## src/rtl/mux64_scan_ctrl.sv

```systemverilog
// Bit-serial scan controller: captures a 64-bit word and streams the selected
// bits over valid/ready while stepping the 6-bit select through a programmed range.
module mux64_scan_ctrl (
    input  logic        clk,
    input  logic        rst,
    input  logic        start,
    input  logic [63:0] data_in,
    input  logic [5:0]  len,
    input  logic        msb_first,
    input  logic        abort,
    output logic        busy,
    output logic [5:0]  sel,
    output logic        out_valid,
    input  logic        out_ready,
    output logic        out_bit,
    output logic        out_last,
    output logic        done
);

    localparam int unsigned DATA_W = 64;
    localparam int unsigned SEL_W  = 6;

    typedef enum logic [1:0] {
        ST_IDLE  = 2'd0,
        ST_SHIFT = 2'd1,
        ST_DONE  = 2'd2
    } state_t;

    state_t             r_state;
    state_t             w_next_state;
    logic [DATA_W-1:0]  r_shadow;
    logic [SEL_W-1:0]   r_sel;
    logic [SEL_W-1:0]   r_cnt;
    logic [SEL_W-1:0]   r_len_q;
    logic               r_dir_q;

    logic               w_accept;
    logic               w_beat;
    logic               w_last;

    assign w_accept = (r_state == ST_IDLE) && start && !abort;
    assign w_beat   = (r_state == ST_SHIFT) && out_ready;
    assign w_last   = (r_cnt == r_len_q);

    // State register
    always_ff @(posedge clk or posedge rst) begin
        if (rst) begin
            r_state <= ST_IDLE;
        end else begin
            r_state <= w_next_state;
        end
    end

    // Next-state logic; abort overrides every transition
    always_comb begin
        w_next_state = r_state;
        case (r_state)
            ST_IDLE:  if (w_accept) w_next_state = ST_SHIFT;
            ST_SHIFT: begin
                if (abort)                w_next_state = ST_IDLE;
                else if (w_beat && w_last) w_next_state = ST_DONE;
            end
            ST_DONE:  w_next_state = ST_IDLE;
            default:  w_next_state = ST_IDLE;
        endcase
    end

    // Capture on accepted start, advance on a non-final beat; abort freezes the datapath
    always_ff @(posedge clk or posedge rst) begin
        if (rst) begin
            r_shadow <= '0;
            r_sel    <= '0;
            r_cnt    <= '0;
            r_len_q  <= '0;
            r_dir_q  <= 1'b0;
        end else if (w_accept) begin
            r_shadow <= data_in;
            r_len_q  <= len;
            r_dir_q  <= msb_first;
            r_cnt    <= '0;
            r_sel    <= msb_first ? len : '0;
        end else if (w_beat && !w_last && !abort) begin
            r_cnt <= r_cnt + SEL_W'(1);
            r_sel <= r_dir_q ? (r_sel - SEL_W'(1)) : (r_sel + SEL_W'(1));
        end
    end

    // Outputs decoded purely from registered state
    always_comb begin
        busy      = (r_state != ST_IDLE);
        out_valid = (r_state == ST_SHIFT);
        out_last  = (r_state == ST_SHIFT) && w_last;
        done      = (r_state == ST_DONE);
        sel       = r_sel;
        out_bit   = r_shadow[r_sel];
    end

endmodule

```

## config.mk

```make
export PLATFORM = sky130hd
export DESIGN_NAME = mux64_scan_ctrl
export DESIGN_NICKNAME = d
export VERILOG_FILES = /design/src/rtl/mux64_scan_ctrl.sv
export SDC_FILE = /design/constraint.sdc
export NUM_CORES = 1
export LEC_CHECK = 0
export ABC_AREA = 1
export BUFFER_PORTS_ARGS = -buffer_cell sky130_fd_sc_hd__clkbuf_2
export CAP_MARGIN = 30
export CORE_ASPECT_RATIO = 0.6
export CORE_MARGIN = 2
export CORE_UTILIZATION = 45
export DETAILED_ROUTE_END_ITERATION = 10
export GPL_TIMING_DRIVEN = 1
export PLACE_DENSITY = 0.74
export SKIP_CTS_REPAIR_TIMING = 1
export SLEW_MARGIN = 10
export SYNTH_ARGS = -nofsm -noshare
export SYNTH_HDL_FRONTEND = slang
export SYNTH_SLANG_ARGS = --single-unit
```

## constraint.sdc

```tcl
create_clock -name clk -period 4.2 [get_ports clk]
set_input_delay 1.26 -clock clk [delete_from_list [all_inputs] [get_ports clk]]
set_output_delay 1.26 -clock clk [all_outputs]
set_load 0.01 [all_outputs]
```

# Yosys cells after proc, flatten, opt, wreduce, memory -nomap -nowiden
# Cells that the tools add are included.
# word_totals
register_bits,85
in_bits,76
elab_cells,40
output_inout_bits,11
# op_classes
eq_ne,5
order_cmp,1
reduce_logical,13
addsub,3
muxes,12
# ops
operator,n
6-bit two-way mux,6
"6-bit by 1-bit adder with 6-bit output, second input constant",2
1-bit logical AND,7
"6-bit by 7-bit < comparator with 1-bit output, second input constant",1
1-bit binary-select mux with 6-bit select,1
6-bit equality test,1
2-bit two-way mux,3
"6-bit by 1-bit subtractor with 6-bit output, second input constant",1
2-bit case mux with 2 select lines,1
2-bit nonzero test,2
"3-bit by 2-bit != test with 1-bit output, second input constant",1
"2-bit by 1-bit equality test with 1-bit output, second input constant",1
"2-bit equality test, second input constant",1
1-bit logical NOT,2
2-bit logical NOT,1
"2-bit != test, second input constant",1
2-bit AND reduction,1
1-bit two-way mux,1

# Depth between registers and ports, before layout
# Gate-level depths: netlist of run 1.
# logic_depth
word_depth,6
ltp_mapped,13
mapped_depth_nobuf,11

# Least setup slack after synthesis of run 1
# No wires, ideal clock.
# synth_path
kind,flip-flop to output port
from,"register r_sel[1], in the netlist sel[1]"
to,output port out_bit
setup_slack_ps,1587
required_ps,2940
arrival_time_ps,1353
n_path_buf,2
stages_incl_launch_ff,11
cell_sequence,dfrtp_1 buf_2 inv_2 buf_2 nand3_1 nand3_1 nand2_1 nand2_1 nand3_1 nand3_1 nand2_1
# synth_between
elab_chain_cells,2
# synth_rtl
item,line,source
"start, declared",32,logic [SEL_W-1:0] r_sel;
"start signal, assigned",81,r_sel <= msb_first ? len : '0;
"start signal, assigned",84,r_sel <= r_dir_q ? (r_sel - SEL_W'(1)) : (r_sel + SEL_W'(1));
1-bit binary-select mux with 6-bit select,95,out_bit = r_shadow[r_sel];
1-bit two-way mux (implied by the code),95,
"end, declared",15,"output logic out_bit,"
# Every way passes these cells. The select of a mux whose other input is x is not followed.

# Worst setup path in the final report of run 1
# layout_path
from,"register r_sel[2], in the netlist sel[2]"
to,output port out_bit
# Same word-level chain as after synthesis.

==> results.ini, run 1 <==
[clock_network]
clk_latency_ns=0.34
cts_buffers=9
htreeDepth=3
clock_sink_count=85
cts_tree=built
cts_root_buffer=clkbuf_16
clk_path_buf_depth=2
path_clk_slew_ns=0.06

[layout]
finalNetCount=746
antennaDiodeCount=0
fillCellCount=909
final_cell_mix=314 x nand2_1, 86 x clkbuf_2, 85 x dfrtp_1
area_growth_syn_to_layout_pct=17.4
final_common_cell=nand2_1
drive_gt1_frac=0.190
instances_no_fill=797

[timing]
finalSetupTns_ns=0
hold_viol=0
fin_worst_skew_ns=0.00666
rsz0062_at_grt=false
fmax_mhz=292
min_period_over_period=0.814
period_needed_ns=3.42
timing.final.max_slew_violations=0
worst_pin_slew_ns=0.686
setup_viol=0
max_slew_margin=0.543

[route]
firstDrtPassIters=5
antenna_left=0
drc_errors=0
drt-initial-drc-count=265
via_count=4057
wirelength_um=10900
viasPerCell=5.09
wl_per_cell_um=13.7

[place]
place.gp.congestion=0.925
dp_cells=783
port-buffer-count=86
place_hpwl_um=7760

[floorplanning]
placementRows=27
die_w_um=131
die_h_um=80.4
die_area_um2=10600
core_area_um2=9320
start_util=0.470
pin_count=87

[pwr]
p_switching_mw=1.10
internal-power_mw=1.83
combPwrFrac=0.347
clkPwrFrac=0.265
ir_drop_mv=0.284
p_sw_frac=0.375
power_frac_seq=0.388
p_leak_nw=2.87
powerDensity_nw_per_um2=570

[global_route]
grt_pass1_vias=3827
grt.total_usage=0.221
grt_pass1_wl_um=18500
antenna_found_initial=0
grt_overflow_total=0
grt_max_degree=79

[synth]
synth_area_um2=4380
synth_warnings=0
synthCells=589
synth_nets=671
synth_cell_types=27
avgSynthCellArea_um2=7.44
yosysSeqAreaShare=0.485
ys_seq_elements=85

[critical_path]
criticalPathCategory=flop to output pin
critPathSlowestCell=dfrtp_1
critPathCaptureType=output pin
cp_data_arrival_time_ns=2.16
cpPeakStageDelay_ns=0.62
crit_required_ns=2.94
path_cells=clkinv_1 -> nand3_1 -> nand2_1 -> nand2_1 -> nand3_1 -> nand3_1 -> nand2_1 -> clkbuf_2
crit_buf_inv=2
worstPathMaxFanout=11
start_kind=flop
crit_family=simple AND/OR/NAND/NOR gates

[min_path]
min_path_type=flop to flop

[outcome]
outcome=finished clean

[run]
drv_cap=0

stage by stage:
stage               power (mW)  instance area [um2]  setup WS (ns)  hold WS, ns   util
floorplan                 1.88                 4380          0.747        0.442      -
global placement          2.12                 4860           1.18        0.453  0.521
detailed placement        2.16                 4860           1.21        0.460  0.521
CTS                       2.94                 5140          0.807        0.474  0.552
global route              3.14                 5140          0.640        0.492  0.552
finish                    2.93                 5140          0.781        0.468  0.552
synth_stat cells, drive strengths merged:
master  count  area share
inv        28       0.024
o22ai       5      0.0071
nor3        3      0.0071
buf        29       0.038
fa          1      0.0046
nor2       14       0.013
dfrtp      85        0.49
nand2     320        0.28
xor2        6       0.012
nand3      69       0.080
xnor2       2      0.0040
ha          5       0.014
o21a        1      0.0017
nand4       2      0.0029
a21oi       5      0.0057
clkinv      1     0.00086
o21ai      13       0.020
worst min-delay path: cells and delay by family (launching register included):
family,cells,cell delay [ns]
flops,1,0.34
simple gates,2,0.09
logic make-up after synthesis:
group / share of synthesized area
AOI/OAI and AO/OA: 0.0345
xor gates and xnor gates: 0.0160
adders and majority gates: 0.0188
buffers and inverters: 0.0631
DFF: 0.485
and+or+nand+nor: 0.382
registers in the layout, summed over array words and instances, names as in the netlist:
register and cells:
r_shadow 64, r_len_q 6, r_cnt 6, r_state 2
sel 6, r_dir_q 1
power by group through the flow:
stage | registers, mW | logic, mW | clock network (mW)
3_5_place_dp | 1.15 | 1.01 | 0
6_report | 1.14 | 1.02 | 0.778
4_1_cts | 1.13 | 1.02 | 0.786
2_1_floorplan | 1.10 | 0.780 | 0
3_3_place_gp | 1.14 | 0.974 | 0
5_1_grt | 1.16 | 1.16 | 0.816
path summary, 6_finish.rpt:
path	startpoint	end	slack, ns	cells past startpoint
worst max-delay path	sel[2]$_DFFE_PP0P_	out_bit	0.78	8
worst min-delay path	r_shadow[5]$_DFFE_PP0P_	r_shadow[5]$_DFFE_PP0P_	0.47	2
worst max register to register	sel[1]$_DFFE_PP0P_	sel[4]$_DFFE_PP0P_	2.28	12
worst min register to register	r_shadow[5]$_DFFE_PP0P_	r_shadow[5]$_DFFE_PP0P_	0.47	2
max in group asynchronous	rst	r_shadow[21]$_DFFE_PP0P_	2.45	3
min in group asynchronous	rst	r_cnt[0]$_DFFE_PP0P_	0.94	2
final cells by class:
cell class	count	area (um2)	area share
inverters	29	110	0.0214
flip-flops and latches	85	2130	0.414
clock inverters	2	35.0	0.00681
repair buffers	93	483	0.0939
clock buffers	12	246	0.0479
well taps	130	163	0.0316
multi-input cells	446	1980	0.385
metal layers:
metal	track usage	routed length (um)
met1	0.322	5430
met2	0.321	4540
met3	0.0625	803
met4	0.0598	129
met5	0	0
(Power assumes the default switching activity.)
==> run 2: changes to the inputs <==
clock period = 3.19 ns   (was 4.2 ns; I/O delays follow)
==> results.ini, run 2 (synthesized netlist as in run 1, its figures left out) <==
[timing]
min_period_over_period=0.938
finalSetupTns_ns=0
setup_ws_ns=0.198
max_slew_margin=0.528
hold_viol=0
fmax_mhz=334
period_needed_ns=2.99
whs_ns=0.472
rsz0062_at_grt=false
timing.final.max_slew_violations=0
setup_viol=0
fin_worst_skew_ns=0.00569
worst_pin_slew_ns=0.708

[layout]
final_cell_mix=314 x nand2_1, 86 x clkbuf_2, 85 x dfrtp_1
design_area_um2=5180
antennaDiodeCount=0
area_growth_syn_to_layout_pct=18.1
largest_reg_flops=64
instances_no_fill=800
top_register=r_shadow
finalNetCount=747
area.sequential_um2=2130
fillCellCount=918
fin_util=0.555
final_common_cell=nand2_1
drive_gt1_frac=0.194
multi_input_area_um2=1980

[clock_network]
clock_sink_count=85
clk_latency_ns=0.34
path_clk_slew_ns=0.06
cts_tree=built
clk_path_buf_depth=2
cts_buffers=9
cts_root_buffer=clkbuf_16
htreeDepth=3

[place]
preCtsSetupSlack_ns=0.591
port-buffer-count=86
placed_area_um2=4880
dp_cells=784
place.gp.congestion=0.952
place_hpwl_um=7750

[min_path]
hold_depth=2
min_from=r_shadow[40]$_DFFE_PP0P_
min_path_type=flop to flop

[floorplanning]
die_w_um=131
die_area_um2=10600
start_util=0.470
core_area_um2=9320
placementRows=27
pin_count=87
die_h_um=80.4

[critical_path]
critPathCaptureType=output pin
critPathSlowestCell=inv_2
cp_data_arrival_time_ns=2.04
crit_family=simple AND/OR/NAND/NOR gates
r2r_slack_ns=1.35
crit_start=sel[0]$_DFFE_PP0P_
crit_cells=10
path_cells=inv_2 -> nand2_1 -> nand3_1 -> nand3_1 -> nand2_1 -> nand2_1 -> nand3_1 -> nand3_1 -> nand2_1 -> clkbuf_2
worstPathMaxFanout=34
crit_buf_inv=2
worstReg2RegStart=sel[0]$_DFFE_PP0P_
criticalPathCategory=flop to output pin
start_kind=flop
r2r_cells=11
cpPeakStageDelay_ns=0.43
crit_required_ns=2.23

[run]
drv_cap=0

[outcome]
outcome=finished clean

[pwr]
p_leak_nw=2.89
ir_drop_mv=0.370
powerDensity_nw_per_um2=755
total_power_mw=3.91

[global_route]
grt_max_degree=49
grt_pass1_vias=3852
grt.total_usage=0.221
antenna_found_initial=0
grt_pass1_wl_um=18300
grt_overflow_total=0

[route]
via_count=3989
wl_per_cell_um=13.7
antenna_left=0
firstDrtPassIters=5
drc_errors=0
drt-initial-drc-count=364
wirelength_um=11000
viasPerCell=4.99

run 2: changes by cell type in the layout (fill, tap and decap cells not counted):
cell	before	now
clkinvlp_4	0	1
buf_12	0	1
clkinv_2	2	3
run 2: worst paths after layout:
kind / endpoint
setup / recovery: out_bit
hold / removal: r_shadow[40]$_DFFE_PP0P_
min in group asynchronous: r_shadow[61]$_DFFE_PP0P_
setup reg to reg: sel[4]$_DFFE_PP0P_
max in group asynchronous: r_shadow[12]$_DFFE_PP0P_
hold reg to reg: r_shadow[40]$_DFFE_PP0P_
run 2: cell type report:
| class | instances | share of cell area |
|---|---|---|
| Clock inverter | 4 | 0.00919 |
| Timing Repair Buffer | 94 | 0.0972 |
| Multi-Input combinational cell | 446 | 0.382 |
| Tap cell | 130 | 0.0314 |
| Inverter | 29 | 0.0213 |
| Sequential cell | 85 | 0.411 |
| Clock buffer | 12 | 0.0476 |
run 2: power breakdown:
group	switching (mW)	total, mW	internal (mW)
Sequential	0.177	1.48	1.30
Clock	0.408	1.03	0.625
Combinational	0.890	1.40	0.506
run 2: worst min-delay path: stages (launching register included):
cell	delay, ns
dfrtp_1	0.34
nand2_1	0.05
nand2_1	0.04
run 2: layer usage:
layer,GRT usage,share of wire
met5,0,0
met4,0.0717,0.015
met2,0.322,0.42
met1,0.321,0.50
met3,0.0549,0.074
==> run 3: changes to the inputs <==
ABC_AREA = default   (was 1)
GPL_TIMING_DRIVEN = default   (was 1)
PLACE_DENSITY = 0.68   (was 0.74)
==> results.ini, run 3 <==
[clock_network]
path_clk_slew_ns=0.06
clk_path_buf_depth=2
cts_buffers=9
clock_sink_count=85
htreeDepth=3
cts_root_buffer=clkbuf_16
clk_latency_ns=0.34
cts_tree=built

[route]
wirelength_um=8620
firstDrtPassIters=4
drt-initial-drc-count=95
drc_errors=0
viasPerCell=5.28
wl_per_cell_um=16.9
via_count=2697
antenna_left=0

[layout]
area_growth_syn_to_layout_pct=21.9
finalNetCount=476
final_common_cell=clkbuf_2
top_register=r_shadow
fillCellCount=713
antennaDiodeCount=0
largest_reg_flops=64
final_cell_mix=86 x clkbuf_2, 84 x dfrtp_1, 71 x mux2_2
drive_gt1_frac=0.501

[global_route]
grt_pass1_vias=2851
grt_overflow_total=0
grt_pass1_wl_um=14400
grt.total_usage=0.191
antenna_found_initial=0
grt_max_degree=92

[timing]
setup_ws_ns=-0.0821
min_period_over_period=1.03
setup_viol=1
hold_viol=0
fmax_mhz=306
fin_worst_skew_ns=0.00364
rsz0062_at_grt=true
worst_pin_slew_ns=0.594
period_needed_ns=3.27
finalSetupTns_ns=-0.0821
timing.final.max_slew_violations=0
max_slew_margin=0.604

[pwr]
ir_drop_mv=0.306
total_power_mw=3.68
p_leak_nw=2.27
powerDensity_nw_per_um2=734

[critical_path]
crit_required_ns=2.23
critPathCaptureType=output pin
criticalPathCategory=flop to output pin
cp_data_arrival_time_ns=2.32
start_kind=flop
worstPathMaxFanout=5

[synth]
async_flop_share=1.00
synth_nets=381
synth_warnings=0
synth_top_area_share=0.518
synth_top_area_cell=dfrtp_1
synthTopCellsByCount=85 x dfrtp_1, 71 x mux2_2, 13 x nand2_1, 13 x nor2_1, 10 x mux4_2
synth_xor_area_frac=0.0320
synth.most_common_cell=dfrtp_1
synth_top_family_by_area=multiplexers
yosys.area_share.simple=0.0585
synth_area_um2=4110
avgSynthCellArea_um2=13.7
synth_mux_area_frac=0.302
synth_compound_area_frac=0.0411
yosys-top-cells-area=dfrtp_1 52%, mux2_2 19%, mux4_2 5.5%
synth-adder-area-share=0.0201
ys_seq_elements=85
yosysSeqAreaShare=0.518
synthFlopType=dfrtp_1
synth-edff-count=0
synth_cell_types=38
synthCells=299

[place]
place_hpwl_um=6340
place.gp.congestion=0.792
port-buffer-count=86

[outcome]
violations=negative setup slack
outcome=finished with violations

[min_path]
min_path_type=flop to flop

[floorplanning]
start_util=0.473
placementRows=26
die_h_um=78.0
core_area_um2=8690
pin_count=87
die_area_um2=9930
die_w_um=127

[run]
drv_cap=0

==> run 3: cell types whose count changed after synthesis, moves of 10 or more <==
| cell | delta |
|---|---|
| buf_2 | -15 |
| mux4_2 | +10 |
| inv_1 | -15 |
| mux2_2 | +71 |
| nand2_1 | -301 |
| nand3_1 | -62 |
==> run 3: cells by family (layout without fill, tap and decap cells) <==
group / count (synthesis) / after routing
flip-flops: 85 / 85
buffers and inverters: 24 / 124
AO/OA/AOI/OAI: 27 / 27
AND/OR/NAND/NOR: 49 / 49
multiplexers: 93 / 93
XOR/XNOR: 15 / 15
adder cells (fa/ha/maj): 6 / 6
==> run 3: stage by stage <==
stage	hold WS, ns	instance area [um2]	instances	utilization	worst slack (ns)
3_3_place_gp	0.485	4700	489	0.541	0.189
6_report	0.500	5010	511	0.577	-0.0821
3_5_place_dp	0.491	4700	489	0.541	0.156
2_1_floorplan	0.472	4110	299	-	0.0395
4_1_cts	0.504	4970	505	0.572	-0.226
5_1_grt	0.517	5010	511	0.577	-0.185
==> run 3: where the power goes <==
group	leakage, nW	internal [mW]	switching (mW)
logic	1.11	0.692	0.485
clock network	0.134	0.570	0.397
registers	1.02	1.33	0.203
==> run 3: worst max-delay path: stages (launching register included) <==
cell and delay [ns]:
dfrtp_2 0.42, buf_4 0.18, mux4_2 0.50, mux2i_1 0.16, nand2_1 0.09, o211ai_2 0.08
o21ai_1 0.09, a211o_1 0.31, clkbuf_2 0.13
==> run 3: path summary, 6_finish.rpt <==
check                                    startpoint                        to  slack, ns  cells after the start
max                              sel[0]$_DFFE_PP0P_                   out_bit      -0.08                      8
min                        r_shadow[41]$_DFFE_PP0P_  r_shadow[41]$_DFFE_PP0P_       0.50                      1
max reg2reg                      sel[1]$_DFFE_PP0P_        sel[5]$_DFFE_PP0P_       0.95                      8
min reg2reg                r_shadow[41]$_DFFE_PP0P_  r_shadow[41]$_DFFE_PP0P_       0.50                      1
max in group asynchronous                       rst    r_state[0]$_DFFE_PP0P_       1.91                      3
min in group asynchronous                       rst  r_shadow[24]$_DFFE_PP0P_       0.62                      2
==> run 3: final cells by class <==
| type | count | area [um2] | share of cell area |
|---|---|---|---|
| inverter | 8 | 31.3 | 0.00625 |
| timing repair buffer | 100 | 573 | 0.114 |
| multi-input combinational | 190 | 1860 | 0.372 |
| clock buffer | 15 | 268 | 0.0535 |
| sequential | 85 | 2130 | 0.425 |
| clock inverter | 1 | 5.00 | 0.000999 |
| tap | 112 | 140 | 0.0280 |
==> run 3: metal layers <==
metal | GRT usage | vias to the layer above | routed length, um
met5 | 0 | - | 0
met4 | 0.0582 | 0 | 99
met1 | 0.272 | 1326 | 4300
met2 | 0.264 | 84 | 3570
li1 | - | 1279 | -
met3 | 0.0834 | 8 | 654
